==> config.mk <==
export PLATFORM = sky130hd
export DESIGN_NAME = tdc_capture_stats
export DESIGN_NICKNAME = d
export VERILOG_FILES = /design/src/rtl/tdc_capture_stats.sv
export SDC_FILE = /design/constraint.sdc
export NUM_CORES = 1
export LEC_CHECK = 0
export CAP_MARGIN = 10
export CORE_MARGIN = 2
export CORE_UTILIZATION = 30
export CTS_CLUSTER_DIAMETER = 50
export DETAILED_ROUTE_END_ITERATION = 10
export DONT_BUFFER_PORTS = 1
export PLACE_DENSITY = 0.45
export SLEW_MARGIN = 20
export SYNTH_ARGS = -nofsm -noshare
export SYNTH_HDL_FRONTEND = slang
export SYNTH_SLANG_ARGS = --single-unit
==> constraint.sdc <==
create_clock -name clk -period 5.33 [get_ports clk]
set_clock_uncertainty 0.15 [all_clocks]
set_input_delay 0.533 -clock clk [delete_from_list [all_inputs] [get_ports clk]]
set_output_delay 0.533 -clock clk [all_outputs]
set_load 0.005 [all_outputs]
==> src/rtl/tdc_capture_stats.sv <==
// Back end for the delay-line TDC macros: thermometer decode plus averaged statistics.
`timescale 1ns/1ps
module tdc_capture_stats #(
  parameter int unsigned DATA_WIDTH = 252,
  parameter int unsigned CODE_WIDTH = $clog2(DATA_WIDTH + 1),
  parameter int unsigned MAX_LOG2   = 4,
  parameter int unsigned LOG2_W     = $clog2(MAX_LOG2 + 1),
  parameter int unsigned ACC_WIDTH  = CODE_WIDTH + MAX_LOG2
) (
  input  logic                  clk,
  input  logic                  reset_b,
  input  logic                  start,
  input  logic [LOG2_W-1:0]     log2_samples,
  input  logic                  sample_valid,
  input  logic [DATA_WIDTH-1:0] sample_data,
  output logic                  busy,
  output logic                  result_valid,
  input  logic                  result_ready,
  output logic [ACC_WIDTH-1:0]  result_sum,
  output logic [CODE_WIDTH-1:0] result_avg,
  output logic [CODE_WIDTH-1:0] result_min,
  output logic [CODE_WIDTH-1:0] result_max,
  output logic [MAX_LOG2:0]     bubble_count,
  output logic [MAX_LOG2:0]     sat_count
);

  localparam int unsigned CNT_W = MAX_LOG2 + 1;

  typedef enum logic [1:0] {IDLE, ACCUM, DRAIN, DONE} state_t;

  state_t                state, next_state;
  logic                  busy_d, result_valid_d;
  logic [LOG2_W-1:0]     n_log2, log2_clamp_c;
  logic [CNT_W-1:0]      count, n_target_c;
  logic                  start_c, accept_c, last_c;
  logic [CODE_WIDTH-1:0] code_c;
  logic                  bubble_c, sat_c;
  logic                  s1_valid, s1_bubble, s1_sat;
  logic [CODE_WIDTH-1:0] s1_code;
  logic [ACC_WIDTH-1:0]  sum_next_c;

  // Thermometer decode: popcount tolerates bubbles; bubble flags any non-thermometer word
  always_comb begin
    code_c = '0;
    for (int i = 0; i < DATA_WIDTH; i++) begin
      code_c = code_c + CODE_WIDTH'(sample_data[i]);
    end
    bubble_c = ((sample_data + DATA_WIDTH'(1)) & sample_data) != '0;
    sat_c    = (code_c == '0) || (code_c == CODE_WIDTH'(DATA_WIDTH));
  end

  // Sample-count control and accept qualification
  always_comb begin
    log2_clamp_c = (log2_samples > LOG2_W'(MAX_LOG2)) ? LOG2_W'(MAX_LOG2) : log2_samples;
    n_target_c   = CNT_W'(1) << n_log2;
    start_c      = (state == IDLE) && start;
    accept_c     = (state == ACCUM) && sample_valid && (count < n_target_c);
    last_c       = accept_c && ((count + CNT_W'(1)) == n_target_c);
    sum_next_c   = result_sum + ACC_WIDTH'(s1_code);
  end

  // State register
  always_ff @(posedge clk or negedge reset_b) begin
    if (!reset_b) state <= IDLE;
    else          state <= next_state;
  end

  // Next-state logic
  always_comb begin
    next_state = state;
    case (state)
      IDLE:    if (start) next_state = ACCUM;
      ACCUM:   if (last_c) next_state = DRAIN;
      DRAIN:   next_state = DONE;
      DONE:    if (result_valid && result_ready) next_state = IDLE;
      default: next_state = IDLE;
    endcase
  end

  // Output decode; result_valid rises one cycle after DONE is entered
  always_comb begin
    busy_d         = (next_state == ACCUM) || (next_state == DRAIN);
    result_valid_d = (state == DONE) && !(result_valid && result_ready);
  end

  // Registered status outputs
  always_ff @(posedge clk or negedge reset_b) begin
    if (!reset_b) begin
      busy         <= 1'b0;
      result_valid <= 1'b0;
    end else begin
      busy         <= busy_d;
      result_valid <= result_valid_d;
    end
  end

  // Stage 1: capture decoded sample and count accepted samples
  always_ff @(posedge clk or negedge reset_b) begin
    if (!reset_b) begin
      s1_valid  <= 1'b0;
      s1_code   <= '0;
      s1_bubble <= 1'b0;
      s1_sat    <= 1'b0;
      count     <= '0;
      n_log2    <= '0;
    end else begin
      s1_valid <= accept_c;
      if (accept_c) begin
        s1_code   <= code_c;
        s1_bubble <= bubble_c;
        s1_sat    <= sat_c;
      end
      if (start_c) begin
        count  <= '0;
        n_log2 <= log2_clamp_c;
      end else if (accept_c) begin
        count <= count + CNT_W'(1);
      end
    end
  end

  // Stage 2: accumulate statistics; results hold until the next accepted start
  always_ff @(posedge clk or negedge reset_b) begin
    if (!reset_b) begin
      result_sum   <= '0;
      result_avg   <= '0;
      result_min   <= '0;
      result_max   <= '0;
      bubble_count <= '0;
      sat_count    <= '0;
    end else if (start_c) begin
      result_sum   <= '0;
      result_avg   <= '0;
      result_min   <= CODE_WIDTH'(DATA_WIDTH);
      result_max   <= '0;
      bubble_count <= '0;
      sat_count    <= '0;
    end else if (s1_valid) begin
      result_sum   <= sum_next_c;
      result_avg   <= CODE_WIDTH'(sum_next_c >> n_log2);
      if (s1_code < result_min) result_min <= s1_code;
      if (s1_code > result_max) result_max <= s1_code;
      bubble_count <= bubble_count + CNT_W'(s1_bubble);
      sat_count    <= sat_count + CNT_W'(s1_sat);
    end
  end

endmodule
Word level (Yosys, flattened, before mapping) --
Cells that the tools add are included.
Cells by class: order comparisons 4, eq/ne operators 7, multiplexer cells 21, $add $sub $neg 256, bitwise gates (word level) 1, reduce and logical (&&, ||, !) cells 18, shifts and indexed selects 2
Operators by type and width (count):
- $add A8 B1 Y8 | 244
- $add A252 B1 Y252 const B | 1
- $and A252 B252 Y252 | 1
- $reduce_bool A252 Y1 | 1
- $mux W8 | 8
- $mux W5 | 6
- $mux W12 | 2
- $add A12 B8 Y12 | 1
- $shr A12 B3 Y8 | 1
- $add A5 B1 Y5 | 2
- $add A7 B1 Y8 | 1
- $eq A8 B8 Y1 const B | 1
- $gt A8 B8 Y1 | 1
- $logic_not A8 Y1 | 1
- $lt A8 B8 Y1 | 1
- $pmux W2 S4 | 1
- $reduce_bool A2 Y1 | 4
- $add A6 B1 Y7 | 1
- $add A5 B1 Y6 | 1
- $eq A2 B2 Y1 const B | 3
- $logic_and A1 B1 Y1 | 6
- $mux W2 | 3
- $add A4 B1 Y5 | 1
- $add A5 B1 Y5 const B | 1
- other kinds (13) | 16
Word-level totals: logic and storage cells 324, bits of input ports 260, flip-flop bits (word level) 69

Logic depth before layout (Yosys ltp) --
Gate-level depths: netlist (run 1).
depth after elaboration 253, mapped depth 32, mapped depth without buffers 32

Least setup slack after synthesis (run 1) --
OpenSTA, ideal clock, no wires.
path kind input to register, start point input sample_data[0], end point register s1_sat, setup time 110 ps, buffers on the path 0, arrival time 7801 ps, required time 5070 ps, stages on the path 24, slack -2731 ps, cell sequence fa_1 inv_1 fa_1 fa_1 fa_1 fa_1 fa_1 fa_1 fa_1 fa_1 fa_1 fa_1 inv_1 fa_1 a21oi_1 nor2_1 nor2_1 o21bai_1 a21oi_1 xor2_1 nand3_1 nor2_1 a21oi_1 o41ai_1
Between the ends: word-level cells in the longest chain between the ends 253
Ends and longest elaborated chain:
- from (decl) | line 15 | input logic [DATA_WIDTH-1:0] sample_data,
- $add A1 B1 Y2 (*) | line 46 | code_c = code_c + CODE_WIDTH'(sample_data[i]);
- $add A2 B1 Y3 (*) | line 46
- $add A3 B1 Y4 (*) | line 46
- $add A4 B1 Y5 (*) | line 46
- $add A5 B1 Y6 (*) | line 46
- $add A6 B1 Y7 (*) | line 46
- $add A7 B1 Y8 (*) | line 46
- $add A8 B1 Y8 (*) (244 in a row) | line 46
- $eq A8 B8 Y1 or $logic_not A8 Y1 (tied branches) | line 49 | sat_c = (code_c == '0) || (code_c == CODE_WIDTH'(DATA_WIDTH));
- $logic_or A1 B1 Y1 (*) | line 49
- to (signal assigned) | line 111 | s1_sat <= sat_c;
- to (decl) | line 38 | logic s1_valid, s1_bubble, s1_sat;
Every way passes the cells marked *; elsewhere a longest branch is shown, timed or not. A chain may end at the register's enable or synchronous reset.

Worst setup path after layout (run 1) --
start point input sample_data[149], end point register s1_sat
Between the ends: word-level cells in the longest chain between the ends 105
Ends and longest elaborated chain (line):
- $add A8 B1 Y8 (*) (103 in a row) | 46
- $eq A8 B8 Y1 or $logic_not A8 Y1 (tied branches) | 49
- $logic_or A1 B1 Y1 (*) | 49
Marked as above.

==> flow_metrics.env, run 1 <==
export IMPL_status="complete, but fails checks"
export IMPL_violations_in_the_final_reports="setup timing"
export IMPL_buffer_ports_inserted=0
export IMPL_ys_top_cells_by_count="inv_1, fa_1, nand2_1"
export IMPL_crit_required_ns=5.42
export IMPL_worstPathMaxFanout=5
export IMPL_first_global_vias=18410
export IMPL_timing_max_transition_violations_final=0
export IMPL_drt_total_wl_um=102800
export IMPL_dominantRegCellSynth="dfrtp_1"
export IMPL_gp_congestion=1.045
export IMPL_avgRoutedWirePerCell_um=34.72
export IMPL_hp_start="result_ready"
export IMPL_grt_antenna_before_repair=9
export IMPL_synth_cell_area_um2=16740
export IMPL_synth_area_top_cells="fa_1, dfrtp_1, inv_1, ha_1, nand4_1"
export IMPL_report_final_hold_viol_count=0
export IMPL_number_of_standard_cells_after_synthesis=2071
export IMPL_pin_count=308
export IMPL_clock_insertion_delay_worst_skew_ns=0.35
export IMPL_synth_enable_flop_cells=0
export IMPL_worst_setup_path_end_kind="flop"
export IMPL_wire_length_of_the_first_global_routing_pass_um=142500
export IMPL_grt_max_degree=70
export IMPL_timing_hold_worst_class="input pin to flop"
export IMPL_timing_critical_path_slowest_stage_cell="fa_2"
export IMPL_detailedRoute_firstPassIterationCount=5
export IMPL_max_cap_violations=0
export IMPL_detail_route_vias_per_cell=6.178
export IMPL_period_minus_slack_ns=8.037
export IMPL_synth_area_leader_cell="fa_1"
export IMPL_critical_path_arrival_ns=8.12
export IMPL_final_period_utilization=1.508
export IMPL_syn_avg_cell_area_um2=8.082
export IMPL_starting_density_of_the_core=0.3038
export IMPL_yosysSeqAreaShare=0.1032
export IMPL_ctsHtreeMaxLevel=3
export IMPL_drive_gt1_frac=0.1188
export IMPL_gr_total_overflow=0
export IMPL_cts_inserted_buffers=9
export IMPL_synthDominantCellAreaShare=0.2846
export IMPL_cts_root_buffer="clkbuf_16"
export IMPL_placed_instance_count=2933
export IMPL_yosys_cell_count_top_type="inv_1"
export IMPL_regToRegStartpoint="n_log2[0]"
export IMPL_routed_via_count=18300
export IMPL_fin_cells=2962
export IMPL_synthToLayoutAreaGrowth_pct=14.97
export IMPL_die_w_um=240.2
export IMPL_postSynthRegisterBits=69
export IMPL_worstMarginPinSlew_ns=1.062
export IMPL_yosys_cell_types_count=93
export IMPL_route_antenna_remaining_nets=0
export IMPL_worstSetupStartpointType="input pin"
export IMPL_critical_path_most_common_cell="fa_1"
export IMPL_floorplan_die_area_um2=57700
export IMPL_max_stage_delay_ns=0.61
export IMPL_chipHeight_um=240.2
export IMPL_setup_violations=9
export IMPL_worst_setup_path_startpoint="sample_data[149]"
export IMPL_clock_tree_from_tritoncts="yes"
export IMPL_final_critical_path_setup_slack_ns=-2.707
export IMPL_clock_sinks=69
export IMPL_synth_async_reset_ratio=1.000
export IMPL_rsz0062_at_grt="true"
export IMPL_dr_first_iter_drc_count=2354
export IMPL_final_nets=2771
export IMPL_yosysWarnings=0
export IMPL_floorplan_rows=86
export IMPL_net_count_synth=2641
export IMPL_core_area_um2=55090
export IMPL_fillCellCount=5999
export IMPL_worst_setup_path_type="input pin to flop"
export IMPL_timing_limited_maximum_frequency_mhz=124.4
export IMPL_place_detailed_hpwl_um=90180
export IMPL_drt_drc_violations_left=0
export IMPL_total_global_route_track_usage=0.3533
export IMPL_maxSlewHeadroom=0.2867
export IMPL_clk_path_buf_depth=2
export IMPL_cts_clk_slew_worst_paths_ns=0.06
-- layout by cell type, fill, tap and decap left out, drive strengths merged, types with 10 or more instances in the layout --
master	count
a211oi	12
a21o	14
a21oi	41
a22oi	10
a31oi	12
and2	25
and3	51
and4	39
buf	162
clkbuf	10
dfrtp	69
fa	238
ha	72
inv	371
mux2i	24
nand2	191
nand3	136
nand4	129
nor2	119
nor3	61
nor4	53
o21ai	91
o31ai	36
o41ai	24
or3	12
or4	19
xnor2	18
xor2	16
-- what timing repair did --
item,4_1_cts,5_1_grt
hold endpoints to repair,69,0
setup buffers,2,2
hold buffers,2,0
pin swaps,14,3
setup endpoints to repair,9,9
resized for setup,22,8
-- layer usage --
layer | global-route usage | vias to the layer above | wire length (um)
met4 | 0.1739 | 10 | 6382
li1 | - | 7607 | -
met1 | 0.4515 | 9176 | 40260
met3 | 0.09231 | 291 | 10790
met2 | 0.5520 | 1215 | 45350
met5 | 0 | - | 61
-- registers in the layout, summed over array words and instances, names as in the netlist, 5 cells and up --
| name | flops |
|---|---|
| bubble_count | 5 |
| result_avg | 8 |
| result_sum | 12 |
| result_min | 8 |
| count | 5 |
| sat_count | 5 |
| s1_code | 8 |
| result_max | 8 |
-- metrics by stage --
| stage | setup TNS, ns | setup slack (ns) | hold WS [ns] | utilization | cell area, um2 |
|---|---|---|---|---|---|
| 6_report | -19.57 | -2.707 | 0.1091 | 0.3493 | 19240 |
| 5_1_grt | -21.20 | -3.007 | 0.1009 | 0.3490 | 19230 |
| 4_1_cts | -19.33 | -2.721 | 0.09865 | 0.3479 | 19170 |
| 3_5_place_dp | -23.94 | -3.220 | 0.08949 | 0.3396 | 18710 |
| 3_3_place_gp | -23.41 | -3.124 | 0.08924 | 0.3396 | 18710 |
| 2_1_floorplan | -18.44 | -2.618 | 0.08741 | - | 16770 |
-- critical path, delay by kind of cell --
family / cells / cell delay (ns)
compound gates: 5 / 0.68
xor+xnor: 1 / 0.23
fa+ha+maj: 13 / 6.01
buf+inv: 6 / 0.29
simple gates: 4 / 0.38
-- path summary, 6_finish.rpt --
kind / to / cells after the start / slack, ns
worst max-delay path: s1_sat / 29 / -2.71
worst min-delay path: result_valid / 1 / 0.11
worst max register to register: s1_bubble / 16 / 0.68
worst min register to register: sat_count[4] / 2 / 0.41
max in group asynchronous: count[3] / 2 / 4.13
min in group asynchronous: result_max[6] / 2 / 0.58
-- layout make-up --
class | count | area, um2 | share of cell area
Antenna cell | 8 | 20.02 | 0.001040
Clock buffer | 10 | 229.0 | 0.01190
Clock inverter | 6 | 111.4 | 0.005786
Inverter | 372 | 1399 | 0.07269
Multi-Input combinational cell | 1586 | 13570 | 0.7053
Sequential cell | 69 | 1727 | 0.08972
Tap cell | 748 | 935.9 | 0.04863
Timing Repair Buffer | 163 | 1250 | 0.06495
-- cell families after synthesis --
kind of cell               after synthesis  share of synthesized area
xor gates and xnor gates                34                    0.01779
muxes                                   31                    0.01973
buffers and inverters                  416                    0.09508
DFF                                     69                     0.1032
adders and majority gates              310                     0.3385
and+or+nand+nor                        884                     0.2912
AOI/OAI and AO/OA                      327                     0.1345
Power of run 1 is left out: the tool's default activity adds up to more than one toggle a clock period on the data nets, which glitch-free logic cannot reach.
==> run 2: changes to the inputs <==
--- a/config.mk
+++ b/config.mk
@@ -5,6 +5,7 @@
 export SDC_FILE = /design/constraint.sdc
 export NUM_CORES = 1
 export LEC_CHECK = 0
+export ABC_AREA = 1
 export CAP_MARGIN = 10
 export CORE_MARGIN = 2
 export CORE_UTILIZATION = 30
==> constraint.sdc (replaced) <==
create_clock -name clk -period 7.8 [get_ports clk]
set_clock_uncertainty 0.15 [all_clocks]
set_input_delay 0.78 -clock clk [delete_from_list [all_inputs] [get_ports clk]]
set_output_delay 0.78 -clock clk [all_outputs]
set_load 0.005 [all_outputs]
==> run 2 against run 1 <==
Net effect:
- the run still ends with setup timing left
- synthesized cell count rose by 52%
- first-iteration DRC count rose by 23%
- setup slack improved by 2.2 ns
- wire length rose by 38%
- clock-buffer cell count fell by 1
- non-clock buffer count fell by 130
- register-to-register slack improved by 2.9 ns
- area after synthesis rose by 12%
- critical endpoint unchanged
==> flow_metrics.env, run 2 <==
export IMPL_yosysSeqAreaShare=0.09198
export IMPL_total_global_route_track_usage=0.4346
export IMPL_setup_violations=6
export IMPL_core_area_um2=61830
export IMPL_yosysWarnings=0
export IMPL_worstSetupStartpointType="input pin"
export IMPL_buffer_ports_inserted=0
export IMPL_commonest_cells_after_routing_fill_and_taps_aside="nand2_1, nor2_1, inv_1"
export IMPL_gr_total_overflow=0
export IMPL_detailed_place_area_um2=20040
export IMPL_worstPathMaxFanout=4
export IMPL_syn_avg_cell_area_um2=5.950
export IMPL_violations_in_the_final_reports="setup timing"
export IMPL_largest_reg_flops=12
export IMPL_route_antenna_remaining_nets=0
export IMPL_drive_gt1_frac=0.04540
export IMPL_synth_cell_area_um2=18770
export IMPL_dr_first_iter_drc_count=2894
export IMPL_critical_path_arrival_ns=8.33
export IMPL_timing_max_transition_violations_final=0
export IMPL_ctsHtreeMaxLevel=3
export IMPL_synth_top_family_by_area="simple AND/OR/NAND/NOR gates"
export IMPL_stdcell_area_um2=20550
export IMPL_worst_setup_path_type="input pin to flop"
export IMPL_cts_clk_slew_worst_paths_ns=0.06
export IMPL_dominantRegCellSynth="dfrtp_1"
export IMPL_clock_tree_from_tritoncts="yes"
export IMPL_final_period_utilization=1.059
export IMPL_floorplan_die_area_um2=64590
export IMPL_net_count_synth=3725
export IMPL_worst_setup_path_end_kind="flop"
export IMPL_final_util=0.3325
export IMPL_maxSlewHeadroom=0.3069
export IMPL_crit_required_ns=7.87
export IMPL_post_synth_adder_cell_area=0.3018
export IMPL_die_w_um=254.1
export IMPL_postSynthRegisterBits=69
export IMPL_status="complete, but fails checks"
export IMPL_timing_hold_worst_class="input pin to async pin"
export IMPL_synthToLayoutAreaGrowth_pct=9.498
export IMPL_clock_sinks=69
export IMPL_detail_route_vias_per_cell=5.612
export IMPL_wire_length_of_the_first_global_routing_pass_um=188400
export IMPL_final_nets=3759
export IMPL_starting_density_of_the_core=0.3036
export IMPL_drt_drc_violations_left=0
export IMPL_synth_area_leader_cell="fa_1"
export IMPL_avgRoutedWirePerCell_um=35.01
export IMPL_drt_total_wl_um=141600
export IMPL_ys_top_cells_by_count="nand2_1, nor2_1, inv_1"
export IMPL_most_flop_heavy_register="result_sum"
export IMPL_yosys_area_share_xor_xnor=0.01026
export IMPL_routed_via_count=22700
export IMPL_synthSimpleGateAreaFrac=0.4400
export IMPL_place_ws_ns=-0.8164
export IMPL_fillCellCount=7083
export IMPL_synth_area_top_cells="fa_1, nand2_1, nor2_1, dfrtp_1, inv_1"
export IMPL_yosys_cell_count_top_type="nand2_1"
export IMPL_fin_cells=4045
export IMPL_timing_limited_maximum_frequency_mhz=121.1
export IMPL_place_detailed_hpwl_um=127900
export IMPL_rsz0062_at_grt="true"
export IMPL_synthDominantCellAreaShare=0.2538
export IMPL_detailedRoute_firstPassIterationCount=8
export IMPL_grt_antenna_before_repair=13
export IMPL_number_of_standard_cells_after_synthesis=3155
export IMPL_cts_inserted_buffers=9
export IMPL_cts_root_buffer="clkbuf_16"
export IMPL_floorplan_rows=91
export IMPL_period_minus_slack_ns=8.259
export IMPL_grt_max_degree=70
export IMPL_chipHeight_um=254.1
export IMPL_clock_insertion_delay_worst_skew_ns=0.34
export IMPL_placed_instance_count=4010
export IMPL_gp_congestion=1.270
export IMPL_report_final_hold_viol_count=0
export IMPL_max_cap_violations=0
export IMPL_clk_path_buf_depth=2
export IMPL_final_critical_path_setup_slack_ns=-0.4588
export IMPL_synth_enable_flop_cells=0
export IMPL_timing_reg2reg_setup_slack_ns=3.62
export IMPL_pin_count=308
export IMPL_synth_mux_area_frac=0.0005332
export IMPL_worstMarginPinSlew_ns=1.036
export IMPL_synthesized_area_fraction_occupied_by_ao_oa_aoi_and_oai_cells=0.06439
export IMPL_yosys_cell_types_count=36
export IMPL_first_global_vias=22930
export IMPL_synth_async_reset_ratio=1.000
export IMPL_leading_cell_type_in_the_layout_fill_and_taps_excluded="nand2_1"
run 2: through the flow:
step | hold WS, ns | setup TNS [ns]
floorplan | 0.3031 | -0.2725
detailed placement | 0.3355 | -4.246
CTS | 0.1858 | -0.9916
finish | 0.1744 | -1.386
global route | 0.2041 | -2.595
global placement | 0.3357 | -3.764
run 2: worst max-delay path: stages:
cell      delay (ns)
fa_1            0.54
inv_2           0.04
fa_2            0.64
inv_2           0.06
fa_1            0.51
inv_2           0.05
fa_2            0.44
fa_2            0.55
fa_2            0.45
fa_2            0.55
inv_2           0.04
fa_1            0.47
inv_1           0.05
fa_1            0.49
fa_1            0.42
fa_1            0.50
inv_2           0.05
ha_4            0.16
fa_2            0.35
a21oi_2         0.18
o21ai_2         0.08
a21oi_1         0.12
nor2_1          0.05
nor2_1          0.12
xor2_1          0.25
nor2_1          0.08
o211ai_1        0.21
nand2_1         0.09
run 2: final timing paths:
| kind | startpoint | end | cells after the start |
|---|---|---|---|
| worst min-delay path | reset_b | result_min[7] | 1 |
| min in group clk | result_avg[5] | result_avg[5] | 2 |
| worst max-delay path | sample_data[179] | s1_sat | 28 |
| max in group asynchronous | reset_b | state[0] | 1 |
| worst max register to register | n_log2[1] | s1_bubble | 21 |
| worst min register to register | result_avg[5] | result_avg[5] | 2 |
run 2: what timing repair did:
item / CTS / global route
setup buffers: 2 / 3
endpoints found under the setup margin: 6 / 7
hold buffers: 1 / 0
hold endpoints to repair: 69 / 0
resized for setup: 24 / 25
pin swaps: 11 / 5
run 2: area by class of cell:
| cell class | instances | area [um2] | area share |
|---|---|---|---|
| clock buffer | 9 | 225.2 | 0.01096 |
| clock inverter | 7 | 75.07 | 0.003652 |
| multi-input combinational | 2631 | 15480 | 0.7534 |
| tap | 837 | 1047 | 0.05095 |
| inverter | 445 | 1678 | 0.08163 |
| timing repair buffer | 33 | 282.8 | 0.01376 |
| antenna | 14 | 35.03 | 0.001704 |
| sequential | 69 | 1727 | 0.08400 |
run 2: layer usage:
layer,global-route usage,routed length [um]
met1,0.4930,51490
met2,0.6597,59330
met3,0.1475,15900
met4,0.3662,14860
met5,0,48
run 2: cells by family after synthesis:
| group | Yosys count |
|---|---|
| xor gates and xnor gates | 22 |
| and+or+nand+nor | 2073 |
| muxes | 1 |
| DFF | 69 |
| buffers and inverters | 455 |
| adders and majority gates | 310 |
| AOI/OAI and AO/OA | 225 |
Power of run 2 is left out for the same reason.
